==> src/rtl/maxpool_sched_pkg.sv <==
// Shared constants and state encoding for the max-pool frame sequencer.
package maxpool_sched_pkg;

    localparam int DATA_W = 21;
    localparam int DIM_W  = 6;
    localparam int ADDR_W = 12;

    // Flush sample: can never win a max against real data.
    localparam logic [DATA_W-1:0] NEG_MIN = {1'b1, {(DATA_W-1){1'b0}}};

    typedef enum logic [2:0] {
        S_IDLE,
        S_CLEAR,
        S_RUN,
        S_FLUSH,
        S_DRAIN
    } state_t;

endpackage

==> src/rtl/pool_addr_gen.sv <==
// Window-order read address walker: dx/dy inside a tile, tiles row-major.
// Row addresses come from running accumulators, so no multiplier is needed.
module pool_addr_gen #(
    parameter int DIM_W  = 6,
    parameter int ADDR_W = 12
) (
    input  logic              clk,
    input  logic              rst,
    input  logic              clr,
    input  logic              adv,
    input  logic [DIM_W-1:0]  img_w,
    input  logic [DIM_W-1:0]  img_h,
    input  logic [3:0]        factor,
    output logic [ADDR_W-1:0] rd_addr,
    output logic              win_end,
    output logic              last
);

    logic [3:0]        dx, dy;
    logic [ADDR_W-1:0] tx_base;   // tx*factor, column of current tile
    logic [ADDR_W-1:0] ty_base;   // ty*factor, row of current tile
    logic [ADDR_W-1:0] row_base;  // ty*factor*img_w
    logic [ADDR_W-1:0] row_addr;  // (ty*factor+dy)*img_w
    logic [ADDR_W-1:0] w_a, h_a, f_a;
    logic              dx_last, dy_last, tx_last, ty_last;

    assign w_a = ADDR_W'(img_w);
    assign h_a = ADDR_W'(img_h);
    assign f_a = ADDR_W'(factor);

    assign dx_last = (dx == factor - 4'd1);
    assign dy_last = (dy == factor - 4'd1);
    // Another tile fits only if its far edge stays inside the image.
    assign tx_last = (tx_base + (f_a << 1)) > w_a;
    assign ty_last = (ty_base + (f_a << 1)) > h_a;

    assign win_end = dx_last && dy_last;
    assign last    = win_end && tx_last && ty_last;
    assign rd_addr = row_addr + tx_base + ADDR_W'(dx);

    always_ff @(posedge clk) begin
        if (rst || clr) begin
            dx       <= '0;
            dy       <= '0;
            tx_base  <= '0;
            ty_base  <= '0;
            row_base <= '0;
            row_addr <= '0;
        end else if (adv) begin
            if (!dx_last) begin
                dx <= dx + 4'd1;
            end else begin
                dx <= '0;
                if (!dy_last) begin
                    dy       <= dy + 4'd1;
                    row_addr <= row_addr + w_a;
                end else begin
                    dy <= '0;
                    if (!tx_last) begin
                        tx_base  <= tx_base + f_a;
                        row_addr <= row_base;
                    end else begin
                        // row_addr sits on the tile's last row: one more row is the next tile row.
                        tx_base  <= '0;
                        ty_base  <= ty_base + f_a;
                        row_base <= row_addr + w_a;
                        row_addr <= row_addr + w_a;
                    end
                end
            end
        end
    end

endmodule

==> src/rtl/maxpool_sched.sv <==
// Frame sequencer for the streaming max-pool unit: reads a feature map in window
// order, feeds the pool unit, flushes the last window and writes pooled results.
module maxpool_sched #(
    parameter int DATA_W = maxpool_sched_pkg::DATA_W,
    parameter int DIM_W  = maxpool_sched_pkg::DIM_W,
    parameter int ADDR_W = maxpool_sched_pkg::ADDR_W
) (
    input  logic              clk,
    input  logic              rst,
    input  logic              start,
    input  logic [DIM_W-1:0]  img_w,
    input  logic [DIM_W-1:0]  img_h,
    input  logic [3:0]        factor,
    output logic              busy,
    output logic              frame_done,
    output logic              err,
    output logic [ADDR_W-1:0] rd_addr,
    output logic              rd_en,
    input  logic [DATA_W-1:0] rd_data,
    output logic              pool_rst,
    output logic              pool_en,
    output logic [DATA_W-1:0] pool_in,
    input  logic              pool_done,
    input  logic [DATA_W-1:0] pool_out,
    output logic              wr_en,
    output logic [ADDR_W-1:0] wr_addr,
    output logic [DATA_W-1:0] wr_data
);

    import maxpool_sched_pkg::*;

    localparam logic [DATA_W-1:0] FLUSH_VAL = {1'b1, {(DATA_W-1){1'b0}}};

    state_t            state, state_nxt;
    logic              err_nxt, done_nxt;
    logic              bad_cfg, accept_start;
    logic [DIM_W-1:0]  cfg_w, cfg_h;
    logic [3:0]        cfg_f;
    logic [ADDR_W-1:0] tile_cnt, wr_cnt;
    logic              ag_win_end, ag_last;
    logic              rd_en_q, flush_q;
    logic              wr_take;

    assign bad_cfg = (factor == 4'd0) ||
                     (DIM_W'(factor) > img_w) ||
                     (DIM_W'(factor) > img_h);
    assign accept_start = (state == S_IDLE) && start && !bad_cfg;

    always_ff @(posedge clk) begin
        if (rst) begin
            state      <= S_IDLE;
            err        <= 1'b0;
            frame_done <= 1'b0;
        end else begin
            state      <= state_nxt;
            err        <= err_nxt;
            frame_done <= done_nxt;
        end
    end

    always_comb begin
        state_nxt = state;
        err_nxt   = 1'b0;
        done_nxt  = 1'b0;
        case (state)
            S_IDLE: begin
                if (start) begin
                    if (bad_cfg) err_nxt   = 1'b1;
                    else         state_nxt = S_CLEAR;
                end
            end
            S_CLEAR: state_nxt = S_RUN;
            S_RUN:   if (ag_last) state_nxt = S_FLUSH;
            S_FLUSH: state_nxt = S_DRAIN;
            S_DRAIN: begin
                // Every issued window has produced its write.
                if (wr_cnt == tile_cnt) begin
                    done_nxt  = 1'b1;
                    state_nxt = S_IDLE;
                end
            end
            default: state_nxt = S_IDLE;
        endcase
    end

    assign busy     = (state != S_IDLE);
    assign rd_en    = (state == S_RUN);
    assign pool_rst = rst || (state == S_CLEAR);

    always_ff @(posedge clk) begin
        if (rst) begin
            cfg_w <= '0;
            cfg_h <= '0;
            cfg_f <= '0;
        end else if (accept_start) begin
            cfg_w <= img_w;
            cfg_h <= img_h;
            cfg_f <= factor;
        end
    end

    pool_addr_gen #(
        .DIM_W  (DIM_W),
        .ADDR_W (ADDR_W)
    ) u_addr (
        .clk     (clk),
        .rst     (rst),
        .clr     (state == S_CLEAR),
        .adv     (rd_en),
        .img_w   (cfg_w),
        .img_h   (cfg_h),
        .factor  (cfg_f),
        .rd_addr (rd_addr),
        .win_end (ag_win_end),
        .last    (ag_last)
    );

    always_ff @(posedge clk) begin
        if (rst || state == S_CLEAR) tile_cnt <= '0;
        else if (rd_en && ag_win_end) tile_cnt <= tile_cnt + ADDR_W'(1);
    end

    // Alignment with the buffer's one-cycle read latency; flush slot rides the same register.
    always_ff @(posedge clk) begin
        if (rst) begin
            rd_en_q <= 1'b0;
            flush_q <= 1'b0;
        end else begin
            rd_en_q <= rd_en;
            flush_q <= (state == S_FLUSH);
        end
    end

    assign pool_en = rd_en_q || flush_q;
    assign pool_in = flush_q ? FLUSH_VAL : (rd_en_q ? rd_data : '0);

    assign wr_take = pool_done &&
                     (state == S_RUN || state == S_FLUSH || state == S_DRAIN);

    always_ff @(posedge clk) begin
        if (rst) begin
            wr_en   <= 1'b0;
            wr_addr <= '0;
            wr_data <= '0;
            wr_cnt  <= '0;
        end else begin
            wr_en <= wr_take;
            if (state == S_CLEAR) begin
                wr_cnt <= '0;
            end else if (wr_take) begin
                wr_addr <= wr_cnt;
                wr_data <= pool_out;
                wr_cnt  <= wr_cnt + ADDR_W'(1);
            end
        end
    end

endmodule

==> config.mk <==
export PLATFORM = sky130hd
export DESIGN_NAME = maxpool_sched
export DESIGN_NICKNAME = d
export VERILOG_FILES = /design/src/rtl/maxpool_sched_pkg.sv /design/src/rtl/pool_addr_gen.sv /design/src/rtl/maxpool_sched.sv
export SDC_FILE = /design/constraint.sdc
export NUM_CORES = 1
export LEC_CHECK = 0
export ABC_AREA = 1
export BUFFER_PORTS_ARGS = -buffer_cell sky130_fd_sc_hd__clkbuf_2
export CAP_MARGIN = 5
export CORE_UTILIZATION = 62
export CTS_CLUSTER_SIZE = 25
export DETAILED_ROUTE_END_ITERATION = 16
export GPL_ROUTABILITY_DRIVEN = 1
export GPL_TIMING_DRIVEN = 0
export PLACE_DENSITY = 0.95
export SLEW_MARGIN = 20
export SYNTH_ARGS = -nofsm -noshare
export SYNTH_HDL_FRONTEND = slang
export SYNTH_SLANG_ARGS = --single-unit
==> constraint.sdc <==
create_clock -name clk -period 5.3 [get_ports clk]
set_input_delay 0.53 -clock clk [delete_from_list [all_inputs] [get_ports clk]]
set_output_delay 0.53 -clock clk [all_outputs]
set_load 0.02 [all_outputs]
## Word level (Yosys, flattened, before mapping)

Index checks and enable logic that the tools add are counted.

| storage, ports and cells | value |
|---|---|
| bits in registers | 137 |
| input bits | 62 |
| output and inout bits | 73 |
| word-level logic and storage cells | 89 |

| operators by class | value |
|---|---|
| add/subtract/negate cells | 12 |
| magnitude comparators | 4 |
| eq/ne operators | 11 |
| muxes and demuxes | 14 |
| bitwise gates (word level) | 4 |
| reduce and logical (&&, ||, !) cells | 25 |

Operator list:

| kind | number |
|---|---|
| 2-to-1 mux 21 bit | 2 |
| adder 12 x 4 -> 12 bit | 3 |
| 2-to-1 mux 12 bit | 3 |
| adder 12 x 1 -> 12 bit (second input constant) | 2 |
| adder 12 x 5 -> 12 bit | 2 |
| greater-than comparator 12 x 6 -> 1 bit | 2 |
| one-hot mux 3 bit (5 select lines) | 1 |
| adder 12 bit | 1 |
| adder 12 x 6 -> 12 bit | 1 |
| == test 12 bit | 1 |
| greater-than comparator 4 x 6 -> 1 bit | 2 |
| 2-to-1 mux 3 bit | 4 |
| adder 4 x 1 -> 4 bit (second input constant) | 2 |
| == test 4 bit | 2 |
| 2-to-1 mux 4 bit | 2 |
| AND reduction 4 bit | 2 |
| logical AND 1 bit | 7 |
| == test 3 x 2 -> 1 bit (second input constant) | 2 |
| logical OR 1 bit | 6 |
| inequality test 2 bit (second input constant) | 3 |
| logical NOT 4 bit | 1 |
| inverter 1 bit | 4 |
| AND reduction 2 bit | 2 |
| OR reduction 2 bit | 2 |
| 10 further kinds | 11 |

## Longest topological paths before layout

| depth | value |
|---|---|
| depth in word-level cells | 7 |
| mapped depth | 19 |
| gate-level depth less buffers | 19 |

## By module

Synthesis repeated with hierarchy kept, for this count alone.

| unflattened totals | value |
|---|---|
| cell total of the unflattened synthesis | 1293 |
| area total of the unflattened synthesis | 8944.8 µm² |

Modules (own cells, without submodules):

| module | times used | cells each | area an instance (µm²) |
|---|---|---|---|
| pool_addr_gen | 1 | 740 | 5119.9 |
| maxpool_sched | 1 | 553 | 3824.9 |

## Worst setup path after synthesis

No wires, ideal clock.

| path | value |
|---|---|
| path type | register -> output |
| from | register u_addr.row_addr[1] |
| to | output port rd_addr[9] |
| arrival time | 2.504 ns |
| setup slack | 2.266 ns |
| stages on the path, launching flop included | 16 |
| path buffers | 0 |
| cells stage by stage | dfxtp_1 -> fa_1 -> ha_1 -> inv_1 -> fa_1 -> inv_1 -> nand3_1 -> nand2_1 -> nand2_1 -> nand2_1 -> a21oi_1 -> nor2_1 -> nor2_1 -> nor2_1 -> nor2_1 -> xnor2_1 |

| between the ends | value |
|---|---|
| longest elaborated chain between the ends | 2 |

RTL lines:

| item | RTL line | RTL |
|---|---|---|
| start: declaration | pool_addr_gen.sv:23 | `logic [ADDR_W-1:0] row_addr;` |
| start signal: assignment | pool_addr_gen.sv:56 | `row_addr <= row_addr + w_a;` |
| start signal: assignment | pool_addr_gen.sv:61 | `row_addr <= row_base;` |
| start signal: assignment | pool_addr_gen.sv:67 | `row_addr <= row_addr + w_a;` |
| adder 12 bit | pool_addr_gen.sv:39 | `assign rd_addr = row_addr + tx_base + ADDR_W'(dx);` |
| adder 12 x 4 -> 12 bit | pool_addr_gen.sv:39 |  |
| end: declaration | maxpool_sched.sv:17 | `output logic [ADDR_W-1:0] rd_addr,` |

No other way between the ends.

## Final worst setup path

| path | value |
|---|---|
| from | register u_addr.dx[0] |
| to | output port rd_addr[9] |

| between the ends | value |
|---|---|
| longest elaborated chain between the ends | 1 |

RTL lines:

| item | RTL line | RTL |
|---|---|---|
| start: declaration | pool_addr_gen.sv:19 | `logic [3:0] dx, dy;` |
| start signal: assignment | pool_addr_gen.sv:51 | `dx <= dx + 4'd1;` |
| adder 12 x 4 -> 12 bit | pool_addr_gen.sv:39 |  |

No other way between the ends.

==> flow_summary.toml <==
[status]
status = "complete, no violations"

[synthesis]
ys_warn_count = 0
yosysTopAreaCell = "dfxtp_1"
synthSimpleGateAreaFrac_pct = 29.9
async_flop_share_pct = 0
synth_compound_area_share_pct = 12.7
avgSynthCellArea_um2 = 6.79
synthMuxAreaShare_pct = 0
ys_types = 44
ys_seq_area_share_pct = 31.2
synth_adder_area_share_pct = 11.4
netlist_area_mm2 = 0.00879
synthCells = 1294
synthTopCellsByArea = "dfxtp_1, nand2_1, ha_1"
synth_top_family_by_area = "simple AND/OR/NAND/NOR gates"
ys_seq_elements = 137
synth_xor_xnor_area_share_pct = 5.66
synth_flop_cell = "dfxtp_1"
synth-edff-count = 0
synth_top_area_share_pct = 31.2
synth_nets = 1430

[routing]
viasPerCell = 5.70
wl_um = 24400
wl_per_cell_um = 14.9
drt_iter0_markers = 691
dr.pass1.iters = 8
vias = 9343
drc = 0
drt.antenna.violating_nets = 0

[cells_and_area]
nets = 1582
multi_input_area_mm2 = 0.00524
final_core_util_pct = 73.9
syn_to_final_growth_pct = 16.6
n_antenna_cell = 0
drive_above_1_share_pct = 14.1
fin_area_mm2 = 0.0103
final_cells = 1639
n_fill_cell = 1001
seq_area_mm2 = 0.00274

[worst_setup_path]
cp.arrival_ns = 3.28
worstPathRequired_ns = 4.77
r2r_start = "cfg_f[0]$_SDFFE_PP0P_"
end_kind = "output port"
startpoint_type = "flip-flop"
critPathMaxFanout = 5
critPathKind = "reg -> out"
crit_path_start = "u_addr.dx[0]$_SDFFE_PP0P_"
reg2reg_depth = 15

[place]
dp.cells = 1607
place_hpwl_um = 17900
place_ws_ns = 2.03
port_buffers = 133
placed_area_mm2 = 0.00968
routabilityCongestion = 0.965

[min_path]
min_from = "pool_out[9]"
whs_path_depth = 3
hold_class = "in -> reg"

[sta]
timing.final.hold_violations = 0
clock_skew_ns = 0.0100
period_share_pct = 71.9
setup_viol = 0
maxSlewViolCount = 0
setup_tns_ns = 0
fin_ws_ns = 1.49
relSlewSlack_pct = 55.3
hold_ws_ns = 0.353
fmax_ghz = 0.262
tightestPinTransition_ns = 0.671
rsz0062_at_grt = "no"
min_period_ns = 3.81

[cts]
cts_tree = "yes"
htree_levels = 4
cts_resized = 0
cts.path.max_buffers = 2
root_buffer = "clkbuf_16"
clk-insertion-delay-late_ns = 0.42
cts.sinks = 137
clk_pin_slew_ns = 0.06
post_cts_buffers = 0
cts_buffers = 17
cts_hold_buf = 0

[global_route]
grt_pass1_vias = 8536
grt.overflow.total = 0
grt_pass1_wl_um = 38800
grt.total_usage_pct = 33.3
grt_max_degree = 17
antenna_found_initial = 0

[floorplan]
core_area_mm2 = 0.0139
row_count = 43
die_area_mm2 = 0.0147
num_io_pins = 135
die_w_um = 121
start_util_pct = 63.3
die_h_um = 121

[run]
cap_violations = 0

[power]
peakVddDrop_mv = 0.318
powerDensity_mw_per_mm2 = 305
leakage_nw = 5.08
power.total_mw = 3.12
-- cell type report --
cell class / instances / share of cell area [%]
clock inverter: 12 / 1.01
multi-input combinational: 956 / 51.1
buffer: 38 / 1.93
timing repair buffer: 133 / 6.49
clock buffer: 20 / 4.55
tap: 180 / 2.20
sequential: 137 / 26.7
inverter: 163 / 5.97
-- state kept, by name, indices dropped and copies added (netlist names) --
register / count
state: 3
frame_done: 1
u_addr.ty_base: 12
u_addr.row_addr: 12
cfg_w: 6
u_addr.tx_base: 12
u_addr.dy: 4
wr_data: 21
tile_cnt: 12
u_addr.dx: 4
wr_addr: 12
cfg_h: 6
rd_en_q: 1
u_addr.row_base: 12
err: 1
flush_q: 1
wr_en: 1
wr_cnt: 12
cfg_f: 4
-- worst max-delay path, cell delays in order (launching register included) --
cell and delay (ns):
dfxtp_1 0.42, inv_1 0.12, fa_1 0.38, inv_1 0.09
ha_1 0.23, inv_1 0.09, fa_1 0.41, inv_1 0.10
nand3_1 0.09, nand2_1 0.12, nand2_1 0.06, nand2_1 0.06
a21oi_1 0.09, nor2_1 0.10, nor2_1 0.05, nor2_1 0.09
nor2_1 0.06, xnor2_1 0.12, clkbuf_2 0.18
-- layout by cell type, fill, tap and decap left out, types with 17 or more instances in the layout --
master / instances
nor2_1: 140
ha_1: 64
xor2_1: 43
o21ai_0: 80
nor3_1: 22
nand3_1: 89
a21oi_1: 94
dfxtp_1: 137
nand4_1: 21
clkbuf_1: 24
inv_1: 158
clkbuf_16: 17
clkbuf_2: 133
nand2_1: 308
-- cells by family after synthesis --
family          after synthesis
simple gates                615
buf+inv                     201
fa+ha+maj                    74
compound gates              211
flops                       137
xor+xnor                     56
-- worst paths after layout --
| path | to | slack (ns) |
|---|---|---|
| max | rd_addr[9] | 1.49 |
| max reg2reg | u_addr.tx_base[3]$_SDFFE_PP0P_ | 1.92 |
| min reg2reg | u_addr.row_base[11]$_SDFFE_PP0P_ | 0.46 |
| min | wr_data[9]$_SDFFE_PP0P_ | 0.35 |
-- report_power, final --
group          internal, mW  switching (mW)  total [mW]
clock network         0.650           0.493        1.14
registers              1.10          0.0666        1.16
logic                 0.262           0.554       0.816
total                  2.01            1.11        3.12
-- synthesized netlist by cell type (8+ instances only) --
cell and n:
clkbuf_1 24, nand3_1 89, nor3_1 22, nand2_1 308, ha_1 64, nor2_1 140
nand4_1 21, xor2_1 43, inv_1 158, nor2_2 8, a21oi_1 94, o21ai_0 80
fa_1 10, dfxtp_1 137, o21ai_1 13, xnor2_1 12
-- routing by layer --
metal	track usage (%)	vias to the layer above	wire length [um]
met3	6.67	78	2190
met1	40.9	4275	9810
met2	55.6	468	11500
met5	0	-	0
li1	-	4522	-
met4	16.0	0	819
Power figures use the tool's default switching activity.
